[config.mk]
export PLATFORM = sky130hd
export DESIGN_NAME = board_mem_arbiter
export DESIGN_NICKNAME = d
export VERILOG_FILES = /design/src/rtl/board_pkg.sv /design/src/rtl/rr_arb2.sv /design/src/rtl/board_mem_arbiter.sv
export SDC_FILE = /design/constraint.sdc
export NUM_CORES = 1
export LEC_CHECK = 0
export BUFFER_PORTS_ARGS = -buffer_cell sky130_fd_sc_hd__buf_2
export CORE_MARGIN = 8
export CORE_UTILIZATION = 45
export DETAILED_ROUTE_END_ITERATION = 12
export HOLD_SLACK_MARGIN = 0.02
export PLACE_DENSITY = 0.81
export SLEW_MARGIN = 10
export SYNTH_ARGS = -nofsm -noshare
export SYNTH_HDL_FRONTEND = slang
export SYNTH_SLANG_ARGS = --single-unit
[constraint.sdc]
create_clock -name clk -period 3.7 [get_ports clk]
set_input_delay 0 -clock clk [delete_from_list [all_inputs] [get_ports clk]]
set_output_delay 0 -clock clk [all_outputs]
set_load 0.01 [all_outputs]
[src/rtl/board_pkg.sv]
// Shared widths, board geometry, tile codes and FSM encoding for the board RAM arbiter.
package board_pkg;

  localparam int unsigned X_W     = 6;
  localparam int unsigned Y_W     = 6;
  localparam int unsigned D_W     = 3;
  localparam int unsigned A_W     = X_W + Y_W;
  localparam int unsigned BOARD_W = 40;
  localparam int unsigned BOARD_H = 30;

  localparam logic [D_W-1:0] TILE_EMPTY  = 3'd0;
  localparam logic [D_W-1:0] TILE_PELLET = 3'd1;
  localparam logic [D_W-1:0] TILE_POWER  = 3'd2;
  localparam logic [D_W-1:0] TILE_WALL   = 3'd3;
  localparam logic [D_W-1:0] TILE_DOOR   = 3'd4;

  localparam logic [D_W-1:0] INIT_TILE = TILE_PELLET;

  typedef enum logic {
    ST_INIT = 1'b0,
    ST_RUN  = 1'b1
  } state_e;

endpackage

[src/rtl/rr_arb2.sv]
// Two-way round-robin arbiter; the pointer names the requester favoured on a tie.
module rr_arb2 (
  input  logic       clk,
  input  logic       rst_n,
  input  logic       en,
  input  logic [1:0] req,
  output logic [1:0] gnt_c
);

  logic ptr_q;
  logic ptr_d;

  always_comb begin
    gnt_c = 2'b00;
    ptr_d = ptr_q;
    if (en) begin
      unique case (req)
        2'b01:   gnt_c = 2'b01;
        2'b10:   gnt_c = 2'b10;
        2'b11:   gnt_c = ptr_q ? 2'b10 : 2'b01;
        default: gnt_c = 2'b00;
      endcase
    end
    // After a grant, favour the other requester next time.
    if (gnt_c != 2'b00) begin
      ptr_d = gnt_c[0];
    end
  end

  always_ff @(posedge clk or negedge rst_n) begin
    if (!rst_n) begin
      ptr_q <= 1'b0;
    end else begin
      ptr_q <= ptr_d;
    end
  end

endmodule

[src/rtl/board_mem_arbiter.sv]
// Single-port board RAM shared by the VGA renderer and two game requesters,
// after a power-up sweep that fills every address with the initial tile.
module board_mem_arbiter #(
  parameter int unsigned     X_W       = board_pkg::X_W,
  parameter int unsigned     Y_W       = board_pkg::Y_W,
  parameter int unsigned     D_W       = board_pkg::D_W,
  parameter int unsigned     BOARD_W   = board_pkg::BOARD_W,
  parameter int unsigned     BOARD_H   = board_pkg::BOARD_H,
  parameter logic [D_W-1:0]  INIT_TILE = D_W'(board_pkg::INIT_TILE)
) (
  input  logic                       clk,
  input  logic                       rst_n,
  input  logic [X_W-1:0]             vga_x,
  input  logic [Y_W-1:0]             vga_y,
  output logic [D_W-1:0]             vga_data,
  input  logic [1:0]                 req_valid,
  input  logic [1:0]                 req_we,
  input  logic [2*(X_W+Y_W)-1:0]     req_addr,
  input  logic [2*D_W-1:0]           req_wdata,
  output logic [1:0]                 req_ready,
  output logic [1:0]                 rsp_valid,
  output logic [D_W-1:0]             rsp_data,
  output logic [X_W+Y_W-1:0]         mem_addr,
  output logic                       mem_we,
  output logic [D_W-1:0]             mem_wdata,
  input  logic [D_W-1:0]             mem_rdata,
  output logic                       init_done
);

  import board_pkg::state_e;
  import board_pkg::ST_INIT;
  import board_pkg::ST_RUN;

  localparam int unsigned    A_W      = X_W + Y_W;
  localparam logic [A_W-1:0] CNT_LAST = '1;

  function automatic logic in_board(input logic [X_W-1:0] x, input logic [Y_W-1:0] y);
    return (32'(x) < BOARD_W) && (32'(y) < BOARD_H);
  endfunction

  state_e         state_q,     state_d;
  logic [A_W-1:0] cnt_q,       cnt_d;
  logic           phase_q,     phase_d;
  logic           vga_pend_q,  vga_pend_d;
  logic           vga_oob_q,   vga_oob_d;
  logic [D_W-1:0] vga_data_q,  vga_data_d;
  logic [1:0]     rd_pend_q,   rd_pend_d;
  logic [1:0]     rsp_valid_q, rsp_valid_d;
  logic [D_W-1:0] rsp_data_q,  rsp_data_d;
  logic           init_done_q, init_done_d;

  logic           arb_en_c;
  logic [1:0]     gnt_c;
  logic [A_W-1:0] sel_addr_c;
  logic           sel_we_c;
  logic [D_W-1:0] sel_wdata_c;
  logic           sel_in_board_c;

  assign arb_en_c = (state_q == ST_RUN) && phase_q;

  rr_arb2 u_arb (
    .clk   (clk),
    .rst_n (rst_n),
    .en    (arb_en_c),
    .req   (req_valid),
    .gnt_c (gnt_c)
  );

  // Payload of whichever requester owns the game slot.
  assign sel_addr_c     = gnt_c[1] ? req_addr[2*A_W-1:A_W] : req_addr[A_W-1:0];
  assign sel_we_c       = gnt_c[1] ? req_we[1] : req_we[0];
  assign sel_wdata_c    = gnt_c[1] ? req_wdata[2*D_W-1:D_W] : req_wdata[D_W-1:0];
  assign sel_in_board_c = in_board(sel_addr_c[X_W-1:0], sel_addr_c[A_W-1:X_W]);

  always_comb begin
    state_d     = state_q;
    cnt_d       = cnt_q;
    phase_d     = phase_q;
    vga_pend_d  = 1'b0;
    vga_oob_d   = 1'b0;
    vga_data_d  = vga_data_q;
    rd_pend_d   = 2'b00;
    rsp_valid_d = 2'b00;
    rsp_data_d  = '0;
    init_done_d = init_done_q;
    mem_addr    = '0;
    mem_we      = 1'b0;
    mem_wdata   = '0;
    req_ready   = 2'b00;

    unique case (state_q)
      ST_INIT: begin
        // Strobe is gated by rst_n so nothing is written while reset is held.
        mem_addr   = cnt_q;
        mem_we     = rst_n;
        mem_wdata  = rst_n ? INIT_TILE : '0;
        vga_data_d = '0;
        cnt_d      = cnt_q + A_W'(1);
        if (cnt_q == CNT_LAST) begin
          state_d     = ST_RUN;
          cnt_d       = '0;
          phase_d     = 1'b0;
          init_done_d = 1'b1;
        end
      end

      ST_RUN: begin
        phase_d = ~phase_q;
        // Read data for the previous slot arrives this cycle.
        if (vga_pend_q) begin
          vga_data_d = vga_oob_q ? '0 : mem_rdata;
        end
        if (rd_pend_q != 2'b00) begin
          rsp_valid_d = rd_pend_q;
          rsp_data_d  = mem_rdata;
        end

        if (!phase_q) begin
          mem_addr   = {vga_y, vga_x};
          vga_pend_d = 1'b1;
          vga_oob_d  = !in_board(vga_x, vga_y);
        end else if (gnt_c != 2'b00) begin
          req_ready = gnt_c;
          mem_addr  = sel_addr_c;
          mem_we    = sel_we_c && sel_in_board_c;
          mem_wdata = (sel_we_c && sel_in_board_c) ? sel_wdata_c : '0;
          rd_pend_d = sel_we_c ? 2'b00 : gnt_c;
        end
      end

      default: state_d = ST_INIT;
    endcase
  end

  always_ff @(posedge clk or negedge rst_n) begin
    if (!rst_n) begin
      state_q     <= ST_INIT;
      cnt_q       <= '0;
      phase_q     <= 1'b0;
      vga_pend_q  <= 1'b0;
      vga_oob_q   <= 1'b0;
      vga_data_q  <= '0;
      rd_pend_q   <= 2'b00;
      rsp_valid_q <= 2'b00;
      rsp_data_q  <= '0;
      init_done_q <= 1'b0;
    end else begin
      state_q     <= state_d;
      cnt_q       <= cnt_d;
      phase_q     <= phase_d;
      vga_pend_q  <= vga_pend_d;
      vga_oob_q   <= vga_oob_d;
      vga_data_q  <= vga_data_d;
      rd_pend_q   <= rd_pend_d;
      rsp_valid_q <= rsp_valid_d;
      rsp_data_q  <= rsp_data_d;
      init_done_q <= init_done_d;
    end
  end

  assign vga_data  = vga_data_q;
  assign rsp_valid = rsp_valid_q;
  assign rsp_data  = rsp_data_q;
  assign init_done = init_done_q;

endmodule

# --- Yosys cells after proc, flatten, opt, wreduce, memory -nomap -nowiden ---
# Cells that the tools add are included.
word_totals:
  reg_bits: 28
  output_inout_bits: 27
classes:
  add_sub_neg: 1
  magnitude_cmp: 4
  n_eq_ne: 6
  mux: 40
  n_bitwise: 2
  n_reduce_logical: 8
ops:
  columns: ["op", "n"]
  rows:
  - ["$mux W12", 4]
  - ["$mux W3", 8]
  - ["$pmux W12 S2", 1]
  - ["$mux W2", 11]
  - ["$add A12 B1 Y12 const B", 1]
  - ["$eq A12 B12 Y1 const B", 1]
  - ["$lt A6 B5 Y1 const B", 2]
  - ["$lt A6 B6 Y1 const B", 2]
  - ["$pmux W3 S2", 2]
  - ["$mux W1", 11]
  - ["$pmux W2 S3", 1]
  - ["$eq A2 B2 Y1 const B", 2]
  - ["$logic_and A1 B1 Y1", 4]
  - ["$pmux W1 S2", 2]
  - ["$reduce_bool A2 Y1", 2]
  - ["$eq A2 B1 Y1 const B", 1]
  - ["$ne A2 B1 Y1 const B", 1]
  - ["$ne A2 B2 Y1 const B", 1]
  - ["$not A1 Y1", 2]
  - ["$reduce_and A2 Y1", 1]
  - ["$logic_not A1 Y1", 1]

# --- Depth between registers and ports, before layout ---
# Gate-level depths: netlist of the first run.
logic_depth:
  word_depth: 11
  ltp_mapped: 5
  mapped_depth_nobuf: 5

# --- Modules after synthesis ---
# A second synthesis of the first run with hierarchy kept.
hier_totals:
  cells_unflattened: 181
  area_unflattened_um2: 1701.6
by_module_without_submodules:
  columns: ["mod", "instances", "cells_per_inst", "area_per_inst_um2"]
  rows:
  - ["board_mem_arbiter", 1, 173, 1640.3]
  - ["rr_arb2", 1, 8, 61.3]

# --- Least setup slack after synthesis of the first run ---
# Ideal clock, no wire load.
synth_timing:
  kind: "register to register"
  start: "reg state_q"
  end: "reg cnt_q[11]"
  setup_ps: 83
  t_arrival_ps: 1271
  t_required_ps: 3617
  slack_ps: 2346
  path_stages_with_launch: 5
  path_cell_list: "dfrtp_1 -> nand2b_1 -> clkbuf_1 -> or4_1 -> o21ai_0"
synth_rtl:
  columns: ["element", "line", "source"]
  rows:
  - ["start: declaration", "board_mem_arbiter.sv:41", "state_e state_q, state_d;"]
  - ["start signal: assignment", "board_mem_arbiter.sv:148", "state_q <= state_d;"]
  - ["end signal: assignment", "board_mem_arbiter.sv:149", "cnt_q <= cnt_d;"]
  - ["end: declaration", "board_mem_arbiter.sv:42", "logic [A_W-1:0] cnt_q, cnt_d;"]

# --- Worst setup path in the final report of the first run ---
layout_timing:
  start: "reg state_q"
  end: "out mem_addr[11]"
layout_via:
  elab_chain_cells: 6
  elab_cells_between_ends: 8
  classes_between: "5 x mux; 1 x bitwise; 2 x reduce/logical"
layout_lines:
  columns: ["element", "line", "source"]
  rows:
  - ["$logic_and A1 B1 Y1", "board_mem_arbiter.sv:59", "assign arb_en_c = (state_q == ST_RUN) && phase_q;"]
  - ["$mux W2", "rr_arb2.sv:16", "if (en) begin"]
  - ["$mux W12 or $reduce_bool A2 Y1 (tied branches)", "board_mem_arbiter.sv:70, board_mem_arbiter.sv:122", null]
  - ["$mux W12", "board_mem_arbiter.sv:122", "end else if (gnt_c != 2'b00) begin"]
  - ["$mux W12", "board_mem_arbiter.sv:118", "if (!phase_q) begin"]
  - ["$pmux W12 S2 (*)", "board_mem_arbiter.sv:91", "unique case (state_q)"]
  - ["end: declaration", "board_mem_arbiter.sv:23", "output logic [X_W+Y_W-1:0] mem_addr,"]
# Mark *: on every way between the ends. The rest lies on a longest branch, timed or not.

==> impl_metrics.json, run 1 <==
{
  "outcome": "finished clean",
  "setup_ws_ps": 1154,
  "grt_pass1_wl_um": 7210,
  "fin_area_um2": 2141,
  "finalSetupViolations": 0,
  "worstSetupStartpointType": "flip-flop",
  "critical_path_required_ps": 3700,
  "worst_pin_slew_ps": 1064,
  "fp.dieH_um": 75.75,
  "cts_tree": "done",
  "die_w_um": 75.75,
  "rsz0062_at_grt": "false",
  "final-hold-violation-count": 0,
  "arrival_ps": 2550,
  "wl_per_cell_um": 15.31,
  "crit_path_end_kind": "output port",
  "whs_ps": 126.8,
  "place.detailed.hpwl_um": 3690,
  "synth.area.top_cells": "dfrtp_1, mux2i_1, a22oi_1",
  "pre_cts_ws_ps": 1572,
  "via_count": 1559,
  "cts_setup_buffers": 0,
  "async_reset_ff_share_pct": 100.0,
  "slew_headroom_pct": 28.78,
  "max_cap_viol_count": 0,
  "cts_sinks": 28,
  "ys_ff_latch": 28,
  "ys_top_cells_by_count": "dfrtp_1, mux2i_1, o21ai_0",
  "synth-edff-count": 0,
  "drt_iter0_markers": 70,
  "coreArea_um2": 3390,
  "synth_mux_area_share_pct": 8.723,
  "syn-num-nets": 222,
  "hold_class": "primary input to flip-flop",
  "diodes": 0,
  "synth-simple-area-share_pct": 22.35,
  "grt_usage_pct": 16.04,
  "finalWirelength_um": 4562,
  "p_leak_nw": 1.008,
  "syn_area_um2": 1607,
  "root_buffer": "clkbuf_4",
  "area_growth_pct": 33.26,
  "placed_cell_area_um2": 2024,
  "nFillCells": 274,
  "synth.most_common_cell": "dfrtp_1",
  "tns_ps": 0,
  "drive_above_1_share_pct": 34.92,
  "numPortBuffers": 77,
  "synth_xor_area_share_pct": 4.361,
  "yosys.area.top_type": "dfrtp_1",
  "finalMaxSlewViolations": 0,
  "dr.pass1.iters": 4,
  "syn_inst": 170,
  "place.gp.congestion": 0.7797,
  "dieArea_um2": 5738,
  "cts_resized": 0,
  "clock.fmax_mhz": 392.7,
  "clock_path_buffers": 2,
  "clock_skew_ps": 5.852,
  "setup.worst_path.class": "flip-flop to output port",
  "vias_per_cell": 5.232,
  "critPathMaxFanout": 20,
  "power-per-cell-area_nw_per_um2": 236.2,
  "cts_made_buffers": 3,
  "fin_nets": 305,
  "htree_num_levels": 1,
  "start_util_pct": 47.40,
  "ys_seq_area_share_pct": 43.61,
  "yosys_warnings": 0,
  "synthFlopType": "dfrtp_1",
  "synthAdderAreaFrac_pct": 0.7788,
  "antenna_left": 0,
  "overflow": 0,
  "rows": 21,
  "io_pins": 78,
  "grt_pass1_vias": 1616,
  "clk-insertion-delay-late_ps": 320,
  "path_clk_slew_ps": 140,
  "synth_compound_area_share_pct": 16.74,
  "drc": 0,
  "ir_drop_v": 0.0002809,
  "synth_top_area_share_pct": 43.61,
  "period_share_pct": 68.82,
  "grt_max_degree": 30,
  "fin_util_pct": 63.16,
  "synth_cell_types": 34,
  "syn_avg_cell_area_um2": 9.450,
  "fin_crit_ps": 2546,
  "antenna_found_initial": 0,
  "synth_top_family_by_area": "simple AND/OR/NAND/NOR gates"
}
==> what timing repair did <==
item | 4_1_cts | 5_1_grt
endpoints found under the hold margin | 37 | 0
setup endpoints to repair | 0 | 0
hold buffers | 8 | 0
==> worst max-delay path, stage by stage (launching register included) <==
cell	delay, ps
dfrtp_1	580
inv_1	370
nor2_1	790
a22oi_1	190
o21ai_0	130
buf_2	170
==> final cells by class <==
cell class	count	area, µm²	area share [%]
Tap cell	46	57.56	2.688
Inverter	5	18.77	0.8767
Timing Repair Buffer	86	473.0	22.09
Sequential cell	28	700.7	32.73
Clock buffer	4	36.28	1.695
Multi-Input combinational cell	129	854.6	39.92
==> layout by cell type, fill, tap and decap left out, drive strengths merged, types with 4 or more instances in the layout <==
cell,count
a21oi,7
a22oi,12
and2,5
buf,78
clkbuf,4
dfrtp,28
dlygate4sd3,8
inv,5
mux2i,14
nand2,12
nand2b,4
nand3,7
nand4,6
nor2,11
nor3,4
o21ai,18
xnor2,7
==> power breakdown <==
part | leakage [nW] | switching [mW] | internal [mW] | total (mW)
clock | 0.0210 | 0.0845 | 0.0602 | 0.145
sequential | 0.372 | 0 | 0.306 | 0.306
combinational | 0.615 | 0.0255 | 0.0293 | 0.0549
==> worst paths after layout <==
check / cells after the start / end / from / slack, ps
min reg2reg: 1 / init_done$_DFFE_PN0P_ / init_done$_DFFE_PN0P_ / 480
max: 5 / mem_addr[11] / state_q$_DFF_PN0_ / 1150
max in group asynchronous: 2 / cnt_q[0]$_DFFE_PN0N_ / rst_n / 3090
max reg2reg: 4 / vga_oob_q$_DFF_PN0_ / state_q$_DFF_PN0_ / 1170
min: 3 / rd_pend_q[1]$_DFF_PN0_ / req_valid[0] / 130
min in group asynchronous: 2 / u_arb.ptr_q$_DFFE_PN0N_ / rst_n / 200
==> state kept, by name (all words and copies together), names as in the netlist <==
signal / count
init_done: 1
u_arb.ptr_q: 1
rd_pend_q: 2
vga_data: 3
rsp_valid: 2
cnt_q: 12
phase_q: 1
state_q: 1
rsp_data: 3
vga_oob_q: 1
vga_pend_q: 1
==> kinds of logic (layout without fill, tap and decap cells) <==
kind of cell               Yosys count  after routing
adders and majority gates            1              1
buffers and inverters               13             95
AOI/OAI and AO/OA                   44             44
xor gates and xnor gates             8              8
muxes                               14             14
DFF                                 28             28
and+or+nand+nor                     62             62
==> metal layers <==
| layer | track usage, % | vias to the layer above | share of wire, % |
|---|---|---|---|
| li1 | - | 785 | - |
| met1 | 19.31 | 727 | 41 |
| met2 | 28.71 | 45 | 51 |
| met3 | 3.158 | 2 | 7.6 |
| met4 | 2.985 | 0 | 0.33 |
| met5 | 0 | - | 0 |
==> metrics by stage <==
stage          instances  total power, mW
5_1_grt              298           0.5340
4_1_cts              298           0.5114
3_3_place_gp         286           0.3610
6_report             298           0.5056
2_1_floorplan        170           0.3209
3_5_place_dp         286           0.3613
Power figures use the tool's default switching activity.
==> run 2: changes to the inputs <==
--- a/config.mk
+++ b/config.mk
@@ -7,10 +7,10 @@
 export LEC_CHECK = 0
 export BUFFER_PORTS_ARGS = -buffer_cell sky130_fd_sc_hd__buf_2
 export CORE_MARGIN = 8
-export CORE_UTILIZATION = 45
+export CORE_UTILIZATION = 41
 export DETAILED_ROUTE_END_ITERATION = 12
 export HOLD_SLACK_MARGIN = 0.02
-export PLACE_DENSITY = 0.81
+export PLACE_DENSITY = 0.78
 export SLEW_MARGIN = 10
 export SYNTH_ARGS = -nofsm -noshare
 export SYNTH_HDL_FRONTEND = slang
==> constraint.sdc (replaced) <==
create_clock -name clk -period 2.12 [get_ports clk]
set_input_delay 0 -clock clk [delete_from_list [all_inputs] [get_ports clk]]
set_output_delay 0 -clock clk [all_outputs]
set_load 0.01 [all_outputs]
==> run 2 against run 1 <==
Against the previous run: final cell count grew 1.7%; global-route usage is 1.4 points lower; sequential share of layout area decreased by 0.62 points; critical endpoint is now mem_addr[0]; clock power up 120%; register-to-register slack worse by 650 ps; routed wire length shrank 3.2%; total power is 88% higher; final area increased by 1.9%; largest power group unchanged; critical path depth up 1; first-iteration DRC count down 13%.
==> impl_metrics.json, run 2 (synthesis results as in run 1) <==
{
  "outcome": "finished clean",
  "fin_area_um2": 2182,
  "via_count": 1587,
  "top_register": "cnt_q",
  "power-per-cell-area_nw_per_um2": 435.7,
  "final-hold-violation-count": 0,
  "finalMaxSlewViolations": 0,
  "root_buffer": "clkbuf_8",
  "cts_resized": 0,
  "slowest_delay_ps": 590,
  "rows": 22,
  "layout_common_cells": "buf_2, dfrtp_1, mux2i_1",
  "worst_pin_slew_ps": 418.8,
  "drt_iter0_markers": 61,
  "clock_skew_ps": 3.964,
  "hold_class": "primary input to flip-flop",
  "setup.worst_path.class": "flip-flop to output port",
  "slew_headroom_pct": 71.98,
  "critical_path_required_ps": 2120,
  "die_w_um": 78.60,
  "drc": 0,
  "p_total_mw": 0.9506,
  "clock_path_buffers": 2,
  "multi_input_area_um2": 854.6,
  "diodes": 0,
  "crit_family": "flip-flops",
  "dr.pass1.iters": 4,
  "crit_path_end_kind": "output port",
  "crit_path_cell_trace": "nand3_1 > a21oi_2 > buf_4 > mux2i_1 > o21ai_0 > buf_2",
  "drive_above_1_share_pct": 36.08,
  "cts_made_buffers": 3,
  "final_cells": 303,
  "period_share_pct": 90.60,
  "p_leak_nw": 1.027,
  "finalWirelength_um": 4417,
  "final_common_cell": "buf_2",
  "clock.fmax_mhz": 520.6,
  "largest_reg_flops": 12,
  "worstSetupStartpointType": "flip-flop",
  "fp.dieH_um": 78.60,
  "grt_pass1_vias": 1691,
  "antenna_left": 0,
  "crit_buf_inv": 2,
  "fin_nets": 308,
  "arrival_ps": 1920,
  "fin_crit_ps": 1921,
  "tns_ps": 0,
  "ir_drop_v": 0.0002257,
  "max_cap_viol_count": 0,
  "rsz0062_at_grt": "false",
  "antenna_found_initial": 0,
  "overflow": 0,
  "seqCellArea_um2": 700.7,
  "path_clk_slew_ps": 90,
  "vias_per_cell": 5.238,
  "area_growth_pct": 35.83,
  "place.gp.congestion": 0.8333,
  "place.detailed.hpwl_um": 3625,
  "dieArea_um2": 6177,
  "critPathMaxFanout": 21,
  "cp_slowest_cell": "dfrtp_1",
  "htree_num_levels": 1,
  "numPortBuffers": 77,
  "start_util_pct": 43.23,
  "grt_usage_pct": 14.63,
  "cts_tree": "done",
  "io_pins": 78,
  "wl_per_cell_um": 14.58,
  "finalSetupViolations": 0,
  "coreArea_um2": 3716,
  "clk-insertion-delay-late_ps": 270,
  "cts_sinks": 28,
  "nFillCells": 354,
  "grt_pass1_wl_um": 7541,
  "placed_cell_area_um2": 2057,
  "grt_max_degree": 30,
  "dp_cells": 292
}
==> run 2: cell types whose count changed in the layout (fill, tap and decap cells not counted), sizes merged <==
cell	before	now
dlygate4sd3	8	7
buf	78	82
==> run 2: power by group <==
group | total (mW) | switching [mW] | leakage, nW | internal, mW
Clock | 0.324 | 0.158 | 0.0288 | 0.166
Combinational | 0.0933 | 0.0410 | 0.627 | 0.0523
Sequential | 0.534 | 0 | 0.372 | 0.534
==> run 2: final cells by class <==
cell class | instances | share of cell area [%]
tap | 48 | 2.752
inverter | 5 | 0.8601
multi-input combinational | 129 | 39.16
timing repair buffer | 89 | 22.59
sequential | 28 | 32.11
clock buffer | 4 | 2.523
==> run 2: final timing paths <==
path / from / to / slack, ps / cells past startpoint
worst max-delay path: state_q$_DFF_PN0_ / mem_addr[0] / 200 / 6
worst min-delay path: vga_x[3] / vga_oob_q$_DFF_PN0_ / 110 / 4
worst max register to register: cnt_q[0]$_DFFE_PN0N_ / cnt_q[0]$_DFFE_PN0N_ / 520 / 4
worst min register to register: init_done$_DFFE_PN0P_ / init_done$_DFFE_PN0P_ / 480 / 1
max in group asynchronous: rst_n / rd_pend_q[0]$_DFF_PN0_ / 1620 / 3
min in group asynchronous: rst_n / rsp_valid[1]$_DFF_PN0_ / 250 / 3
==> run 2: tightest hold or removal path, stage by stage <==
cell and delay, ps:
buf_2 90, o21ai_0 60, nand2_1 60, o21a_1 130
==> run 2: metal layers <==
layer	global-route usage [%]	part of all wire, %	wire [µm]
met5	0	0	0
met4	3.889	0.82	36
met3	6.492	10	456
met2	24.03	45	1969
met1	16.90	44	1955
==> run 2: repair_timing <==
action                    in CTS  in global routing
hold buffers                   7                  0
hold endpoints to repair      37                  0
buffers inserted               0                  0
==> run 2: per-stage QoR <==
stage | setup WS [ps] | hold slack [ps] | utilization [%]
floorplan | 766.0 | -295.6 | -
global route | 24.92 | 134.8 | 58.72
finish | 199.2 | 106.2 | 58.72
global placement | 546.4 | 15.18 | 55.35
CTS | 220.4 | 103.9 | 58.72
detailed placement | 521.1 | 19.04 | 55.35
==> run 3: changes to the inputs <==
--- a/config.mk
+++ b/config.mk
@@ -9,6 +9,7 @@
 export CORE_MARGIN = 8
 export CORE_UTILIZATION = 41
 export DETAILED_ROUTE_END_ITERATION = 12
+export GPL_TIMING_DRIVEN = 0
 export HOLD_SLACK_MARGIN = 0.02
 export PLACE_DENSITY = 0.78
 export SLEW_MARGIN = 10
==> run 3 against run 2 <==
Against the previous run: total power decreased by 4.6%; global-route usage about the same; first-iteration DRC count shrank 44%; clock-buffer cell count decreased by 1; die area stayed put; via count up 0.13%; core utilization down 0.50 points; non-clock buffer count is 3 higher; sequential share of layout area up 0.28 points; critical path depth is the same; setup slack better by 2.6 ps; critical endpoint is now mem_wdata[0]; largest cell class unchanged.
==> impl_metrics.json, run 3 (synthesis results as in run 1) <==
{
  "outcome": "finished clean",
  "finalSetupViolations": 0,
  "fp.dieH_um": 78.60,
  "cts_tree": "done",
  "grt_pass1_vias": 1743,
  "start_util_pct": 43.23,
  "worst_pin_slew_ps": 634.9,
  "grt_pass1_wl_um": 7452,
  "place.detailed.hpwl_um": 3778,
  "cts_made_buffers": 3,
  "finalMaxSlewViolations": 0,
  "dieArea_um2": 6177,
  "clk-insertion-delay-late_ps": 270,
  "dr.pass1.iters": 4,
  "fin_util_pct": 58.22,
  "clock_path_buffers": 2,
  "use_met3_pct": 5.695,
  "io_pins": 78,
  "drt_iter0_markers": 34,
  "grt_max_degree": 30,
  "seqCellArea_um2": 700.7,
  "ir_drop_v": 0.0002442,
  "finalWirelength_um": 4628,
  "slew_headroom_pct": 57.68,
  "hold_class": "primary input to flip-flop",
  "final_common_cell": "buf_2",
  "rows": 22,
  "final-hold-violation-count": 0,
  "coreArea_um2": 3716,
  "clock_skew_ps": 1.617,
  "max_cap_viol_count": 0,
  "die_w_um": 78.60,
  "critPathMaxFanout": 10,
  "cts_sinks": 28,
  "layout_common_cells": "buf_2, dfrtp_1, mux2i_1",
  "place.gp.congestion": 0.8269,
  "fin_nets": 311,
  "path_clk_slew_ps": 90,
  "period_share_pct": 90.48,
  "setup_ws_ps": 201.8,
  "p_total_mw": 0.9073,
  "htree_num_levels": 1,
  "critical_path_required_ps": 2120,
  "drc": 0,
  "crit_path_end_kind": "output port",
  "rsz0062_at_grt": "false",
  "clock.fmax_mhz": 521.3,
  "arrival_ps": 1920,
  "gr-usage-met2_pct": 24.36,
  "numPortBuffers": 77,
  "tns_ps": 0,
  "area_growth_pct": 34.66,
  "setup.worst_path.class": "flip-flop to output port",
  "cts_setup_buffers": 0,
  "largest_reg_flops": 12,
  "antenna_left": 0,
  "top_register": "cnt_q",
  "multi_input_area_um2": 850.8,
  "worstSetupStartpointType": "flip-flop",
  "reg2reg_depth": 4,
  "antenna_found_initial": 0,
  "vias_per_cell": 5.210,
  "pre_cts_ws_ps": 436.1,
  "grt-busiest-layer": "met2",
  "power-per-cell-area_nw_per_um2": 419.4,
  "diodes": 0,
  "hold_depth": 4,
  "grt_usage_pct": 14.62,
  "wl_per_cell_um": 15.17,
  "fin_crit_ps": 1918,
  "nFillCells": 356,
  "drive_above_1_share_pct": 34.24,
  "root_buffer": "clkbuf_8",
  "overflow": 0,
  "met1_usage_pct": 16.88,
  "via_count": 1589,
  "p_leak_nw": 1.016
}
## run 3: worst paths after layout
| path | start | to | slack [ps] |
|---|---|---|---|
| worst max-delay path | state_q$_DFF_PN0_ | mem_wdata[0] | 200 |
| worst min-delay path | vga_x[3] | vga_oob_q$_DFF_PN0_ | 100 |
| worst max register to register | cnt_q[0]$_DFFE_PN0N_ | cnt_q[3]$_DFFE_PN0N_ | 440 |
| worst min register to register | init_done$_DFFE_PN0P_ | init_done$_DFFE_PN0P_ | 470 |
| max in group asynchronous | rst_n | vga_pend_q$_DFF_PN0_ | 1430 |
| min in group asynchronous | rst_n | rsp_valid[0]$_DFF_PN0_ | 280 |
## run 3: per-stage QoR
step | cells | area, µm² | hold slack, ps
2_1_floorplan | 170 | 1607 | -295.6
3_3_place_gp | 295 | 2052 | 47.53
4_1_cts | 305 | 2163 | 104.2
6_report | 305 | 2163 | 104.8
5_1_grt | 305 | 2163 | 190.1
3_5_place_dp | 295 | 2052 | 48.32
## run 3: layer usage
metal | vias up | wire [µm]
met5 | - | 0
met4 | 0 | 33
met3 | 4 | 433
met2 | 79 | 2112
met1 | 713 | 2049
li1 | 793 | -
## run 3: worst max-delay path: stages, from the launching register on
cell	delay (ps)
dfrtp_1	450
inv_1	100
clkbuf_1	400
buf_2	320
nand2_1	110
o211ai_1	110
buf_2	150
## run 3: power breakdown
group | switching [mW] | leakage, nW | internal, mW | total (mW)
registers | 0 | 0.372 | 0.534 | 0.534
logic | 0.0419 | 0.622 | 0.0511 | 0.0930
clock network | 0.153 | 0.0216 | 0.127 | 0.281
total | 0.195 | 1.02 | 0.712 | 0.907
## run 3: final cells by class
class	instances	share of cell area, %
timing repair buffer	84	21.05
clock buffer	3	1.909
sequential	28	32.39
inverter	5	0.8676
tap	48	2.776
multi-input combinational	129	39.33
buffer	8	1.677
## run 3: what timing repair did
| action | 4_1_cts | 5_1_grt |
|---|---|---|
| gates resized for setup | 0 | 0 |
| setup endpoints to repair | 0 | 0 |
| endpoints found under the hold margin | 37 | 0 |
| hold buffers | 7 | 0 |
